==> src/rtl/rinv_collect_pkg.sv <==
// Shared defaults and state encoding for the R-inverse result collector.
// Imported by the channel capture sub-module and the top.
package rinv_collect_pkg;

   localparam int unsigned DW_DEFAULT      = 32;
   localparam int unsigned TIMEOUT_DEFAULT = 64;

   typedef enum logic {
      ST_COLLECT = 1'b0,
      ST_OUTPUT  = 1'b1
   } rinvState_e;

   // Counter width able to hold every value up to TIMEOUT-1.
   function automatic int unsigned cntWidth(input int unsigned timeout);
      return (timeout < 2) ? 1 : $clog2(timeout);
   endfunction

endpackage

==> src/rtl/rinv_collect_chan_capture.sv <==
// One divider result channel: a captured flag, a data register and the
// tready it implies. The top decides when capture is allowed and when to clear.
module rinv_chan_capture
   import rinv_collect_pkg::*;
#(
   parameter int unsigned DW = DW_DEFAULT
) (
   input  logic          clk_i,
   input  logic          rst_i,
   input  logic          enable_i,
   input  logic          clear_i,
   input  logic          tvalid_i,
   input  logic [DW-1:0] tdata_i,
   output logic          tready_o,
   output logic          fire_o,
   output logic          captured_o,
   output logic [DW-1:0] data_o
);

   logic          flag_q, flag_d;
   logic [DW-1:0] data_q, data_d;

   assign tready_o   = enable_i && !flag_q;
   assign fire_o     = tvalid_i && tready_o;
   assign captured_o = flag_q;
   assign data_o     = data_q;

   // Clearing wins over a same-edge capture; the data word is kept regardless.
   always_comb begin
      flag_d = flag_q;
      data_d = data_q;
      if (fire_o) begin
         flag_d = 1'b1;
         data_d = tdata_i;
      end
      if (clear_i) begin
         flag_d = 1'b0;
      end
   end

   always_ff @(posedge clk_i) begin
      if (rst_i) begin
         flag_q <= 1'b0;
         data_q <= '0;
      end else begin
         flag_q <= flag_d;
         data_q <= data_d;
      end
   end

endmodule

==> src/rtl/rinv_collect.sv <==
// Gathers the three divider results of one R-inverse set, presents the
// assembled 2x2 matrix, and discards sets that do not complete in time.
module rinv_collect
   import rinv_collect_pkg::*;
#(
   parameter int unsigned TIMEOUT = TIMEOUT_DEFAULT,
   parameter int unsigned DW      = DW_DEFAULT
) (
   input  logic          I_sys_clk,
   input  logic          I_sys_rst,
   input  logic          I_r11_tvalid,
   input  logic [DW-1:0] I_r11_tdata,
   input  logic          I_r12_tvalid,
   input  logic [DW-1:0] I_r12_tdata,
   input  logic          I_r22_tvalid,
   input  logic [DW-1:0] I_r22_tdata,
   output logic          O_r11_tready,
   output logic          O_r12_tready,
   output logic          O_r22_tready,
   output logic [DW-1:0] O_R11_inv,
   output logic [DW-1:0] O_R12_inv,
   output logic [DW-1:0] O_R21_inv,
   output logic [DW-1:0] O_R22_inv,
   output logic          O_valid,
   input  logic          I_ready,
   output logic          O_timeout
);

   localparam int unsigned   CW       = cntWidth(TIMEOUT);
   localparam logic [CW-1:0] CNT_LAST = CW'(TIMEOUT - 1);

   rinvState_e    state_q, state_d;
   logic [CW-1:0] cnt_q, cnt_d, cntNext;
   logic          timeout_q, timeout_d;
   logic          live_q;

   logic          collectEn, clearFlags, setDone, expire, consume, anyAfter;
   logic [2:0]    fire, captured, flagsAfter;

   rinv_chan_capture #(.DW(DW)) u_r11 (
      .clk_i      (I_sys_clk),
      .rst_i      (I_sys_rst),
      .enable_i   (collectEn),
      .clear_i    (clearFlags),
      .tvalid_i   (I_r11_tvalid),
      .tdata_i    (I_r11_tdata),
      .tready_o   (O_r11_tready),
      .fire_o     (fire[0]),
      .captured_o (captured[0]),
      .data_o     (O_R11_inv)
   );

   rinv_chan_capture #(.DW(DW)) u_r12 (
      .clk_i      (I_sys_clk),
      .rst_i      (I_sys_rst),
      .enable_i   (collectEn),
      .clear_i    (clearFlags),
      .tvalid_i   (I_r12_tvalid),
      .tdata_i    (I_r12_tdata),
      .tready_o   (O_r12_tready),
      .fire_o     (fire[1]),
      .captured_o (captured[1]),
      .data_o     (O_R12_inv)
   );

   rinv_chan_capture #(.DW(DW)) u_r22 (
      .clk_i      (I_sys_clk),
      .rst_i      (I_sys_rst),
      .enable_i   (collectEn),
      .clear_i    (clearFlags),
      .tvalid_i   (I_r22_tvalid),
      .tdata_i    (I_r22_tdata),
      .tready_o   (O_r22_tready),
      .fire_o     (fire[2]),
      .captured_o (captured[2]),
      .data_o     (O_R22_inv)
   );

   // live_q holds tready low until the first edge after reset is released.
   assign collectEn  = live_q && (state_q == ST_COLLECT);
   assign flagsAfter = captured | fire;
   assign anyAfter   = |flagsAfter;
   assign setDone    = collectEn && (&flagsAfter);
   assign cntNext    = (|captured) ? (cnt_q + CW'(1)) : '0;
   assign expire     = collectEn && !setDone && anyAfter && (cntNext == CNT_LAST);
   assign consume    = (state_q == ST_OUTPUT) && I_ready;
   assign clearFlags = expire || consume;

   // A completing handshake on the expiry edge counts as completion.
   always_comb begin
      state_d   = state_q;
      cnt_d     = cnt_q;
      timeout_d = 1'b0;
      case (state_q)
         ST_COLLECT: begin
            if (setDone) begin
               state_d = ST_OUTPUT;
               cnt_d   = '0;
            end else if (expire) begin
               cnt_d     = '0;
               timeout_d = 1'b1;
            end else if (anyAfter) begin
               cnt_d = cntNext;
            end else begin
               cnt_d = '0;
            end
         end
         ST_OUTPUT: begin
            if (I_ready) begin
               state_d = ST_COLLECT;
            end
         end
         default: begin
            state_d = ST_COLLECT;
            cnt_d   = '0;
         end
      endcase
   end

   always_ff @(posedge I_sys_clk) begin
      if (I_sys_rst) begin
         state_q   <= ST_COLLECT;
         cnt_q     <= '0;
         timeout_q <= 1'b0;
         live_q    <= 1'b0;
      end else begin
         state_q   <= state_d;
         cnt_q     <= cnt_d;
         timeout_q <= timeout_d;
         live_q    <= 1'b1;
      end
   end

   assign O_valid   = (state_q == ST_OUTPUT);
   assign O_timeout = timeout_q;
   assign O_R21_inv = '0;

endmodule

==> config.mk <==
export PLATFORM = sky130hd
export DESIGN_NAME = rinv_collect
export DESIGN_NICKNAME = d
export VERILOG_FILES = /design/src/rtl/rinv_collect_pkg.sv /design/src/rtl/rinv_collect_chan_capture.sv /design/src/rtl/rinv_collect.sv
export SDC_FILE = /design/constraint.sdc
export NUM_CORES = 1
export LEC_CHECK = 0
export BUFFER_PORTS_ARGS = -buffer_cell sky130_fd_sc_hd__buf_2
export CORE_MARGIN = 1
export CORE_UTILIZATION = 40
export CTS_BUF_LIST = sky130_fd_sc_hd__clkbuf_4 sky130_fd_sc_hd__clkbuf_8
export DETAILED_ROUTE_END_ITERATION = 8
export GPL_TIMING_DRIVEN = 0
export PLACE_DENSITY = 0.79
export RECOVER_POWER = 100
export SYNTH_ARGS = -nofsm -noshare
export SYNTH_HDL_FRONTEND = slang
export SYNTH_HIERARCHICAL = 1
export SYNTH_SLANG_ARGS = --single-unit
export TNS_END_PERCENT = 1
==> constraint.sdc <==
create_clock -name I_sys_clk -period 2.9 [get_ports I_sys_clk]
set_input_delay 0 -clock I_sys_clk [delete_from_list [all_inputs] [get_ports I_sys_clk]]
set_output_delay 0 -clock I_sys_clk [all_outputs]
set_load 0.03 [all_outputs]
==> flow_summary.toml <==
[synth]
yosys.area.top_type = "dfxtp_1"
synthTopCellsByArea = "dfxtp_1 41%, nand2b_1 23%, mux2i_1 18%"
synthDominantCellAreaShare = 0.4056
yosysSeqAreaShare = 0.4056
synth_cells = 532
ys.flop_type = "dfxtp_1"
synth.cell_area_mm2 = 0.005330
synth_most_common_cell = "nand2b_1"
ys_ff_latch = 108
yosysWarnings = 6
synthArstFlopShare = 0
avgSynthCellArea_um2 = 10.02
synth_edf_count = 0
ys_types = 39
ys_top_cells_by_count = "193 x nand2b_1, 108 x dfxtp_1, 96 x mux2i_1"

[placement]
dpl.cell_count = 936
post-place-ws_ns = 0.4068
finalWeightedCongestion = 0.7695
port_buffers = 201
dp_hpwl_um = 9148

[sta]
timing.fmax_mhz = 386.9
finalHoldViolCount = 0
rsz0062_at_grt = "false"
setup_tns_ns = 0
fin_crit_sh = 0.8912
finalWorstSetupSlack_ns = 0.3156
final_max_slew_viol_count = 0
period_minus_slack_ns = 2.584
worst_pin_slew_ns = 0.7417
setup_viol = 0
fin_skew_ns = 0.008005
relSlewSlack = 0.5056

[global_routing]
grt_pass1_wl_um = 23800
grt_pass1_vias = 4847
grt_overflow = 0
antenna_found_initial = 0
grt_use_total = 0.2156
grt_max_degree = 17

[floorplan]
start_util = 0.4156
die_h_um = 117.4
placeableCoreArea_mm2 = 0.01282
die_x_um = 117.4
die-area_mm2 = 0.01379
rows = 41
ios = 235

[layout]
fin_nets = 987
multiInputGateArea_mm2 = 0.002708
area_growth_pct = 45.05
final_cells = 1061
fillers = 1099
layout-drive-gt1-share = 0.1879
antenna_cells = 0
regArea_mm2 = 0.002162

[detailed_routing]
routed_wirelength_um = 14810
vias = 4750
dr.pass1.iters = 4
ant_nets = 0
detail_route.wl_per_cell_um = 13.95
drt_iter0_drc = 207
vias_per_cell = 4.477
drc = 0

[clock_tree]
htreeDepth = 3
cts_tree = "done"
clock_latency_ns = 0.38
cts_buffers = 9
cts_buffer_depth = 2
cts-root-buf = "clkbuf_8"
clk_pin_slew_worst_paths_ns = 0.10
cts_resized = 0
hold_buffers = 109
cts_setup_buffers = 0
cts_sinks = 108

[critical_path]
start_kind = "flip-flop"
worstSetupPathType = "reg2reg"
reg2regPathDepth = 12
end_kind = "flip-flop"
path_max_fanout = 11
critPathRequiredTime_ns = 3.15
arrival_ns = 2.84

[flow_run]
cap_violations = 0

[run_status]
status = "finished, final reports clean"

[hold_path]
min_path_cells = 3
min_path_type = "in2reg"

[power]
p_per_area_mw_per_mm2 = 433.5
p_leak_nw = 3.169
peakVddDrop_mv = 0.2267
p_total_mw = 3.351
-- placed cells by master (no fill, tap or decap), types with 2 or more instances in the layout --
cell type,count
nand2b_1,193
clkbuf_1,127
dlygate4sd3_1,109
dfxtp_1,108
buf_2,103
mux2i_1,96
buf_4,32
conb_1,32
clkbuf_8,11
a21oi_1,9
nand2_1,8
nor2_1,6
buf_6,4
nor3_1,4
nand3_1,3
inv_1,3
and3b_1,3
buf_12,3
and2b_2,3
and2b_1,2
a21o_2,2
and4_1,2
o221ai_1,2
o211ai_1,2
o21ai_0,2
clkinv_2,2
-- registers in the layout (all words and copies together) (netlist names), 6 cells and up --
register,count
u_r11/data_o,32
cnt_q,6
u_r12/data_o,32
u_r22/data_o,32
-- worst paths after layout --
path,startpoint,endpoint,slack (ns)
worst min-delay path,I_sys_rst,u_r12/data_o[30],0.01
worst max register to register,O_valid,u_r11/captured_o,0.32
worst max-delay path,O_valid,u_r11/captured_o,0.32
worst min register to register,u_r12/data_o[18],u_r12/data_o[18],0.48
-- cells by family (layout without fill, tap and decap cells) --
family                     after synthesis  in the layout  synth area share
and+or+nand+nor                        231            231            0.2711
DFF                                    108            108            0.4056
muxes                                   96             96            0.1803
buffers and inverters                   71            397            0.1077
AOI/OAI and AO/OA                       24             24           0.03216
adders and majority gates                1              1          0.002347
other                                    1             32         0.0007035
-- worst max-delay path, cell delays in order, from the launching register on --
cell	delay, ns
dfxtp_1	0.36
buf_6	0.16
nor2b_4	0.08
and3b_1	0.18
buf_6	0.14
buf_12	0.15
o22ai_1	0.20
nor2_1	0.08
or4b_4	0.52
clkbuf_1	0.19
nor2_1	0.17
a21o_2	0.16
nor3_1	0.06
-- layer usage --
metal | up-vias | global-route usage | wire (um)
met3 | 34 | 0.05934 | 1010
li1 | 2376 | - | -
met2 | 189 | 0.3669 | 6976
met4 | 0 | 0.1047 | 470
met5 | - | 0 | 0
met1 | 2151 | 0.2481 | 6349
-- where the power goes --
group	switching (mW)	internal (mW)	leakage [nW]
registers	0.0451	1.56	0.882
logic	0.431	0.353	2.18
clock network	0.510	0.454	0.106
total	0.986	2.37	3.17
-- final cells by class --
type,instances,share of cell area
plain buffers,68,0.05923
clock buffers,12,0.02055
clock inverters,4,0.006150
inverters,3,0.001457
multi-input cells,384,0.3502
flip-flops and latches,108,0.2797
well taps,172,0.02784
repair buffers,310,0.2549
-- through the flow --
| step | utilization | area, um2 | hold slack (ns) |
|---|---|---|---|
| final | 0.6028 | 7731 | 0.01366 |
| after global routing | 0.6028 | 7731 | 0.01145 |
| after CTS | 0.6211 | 7965 | 0.0005742 |
| after detailed placement | 0.5199 | 6668 | 0.2667 |
| after global placement | 0.5199 | 6668 | 0.2626 |
| after floorplan | - | 5446 | 0.1549 |
No activity file was read; power rests on OpenSTA's default activity.
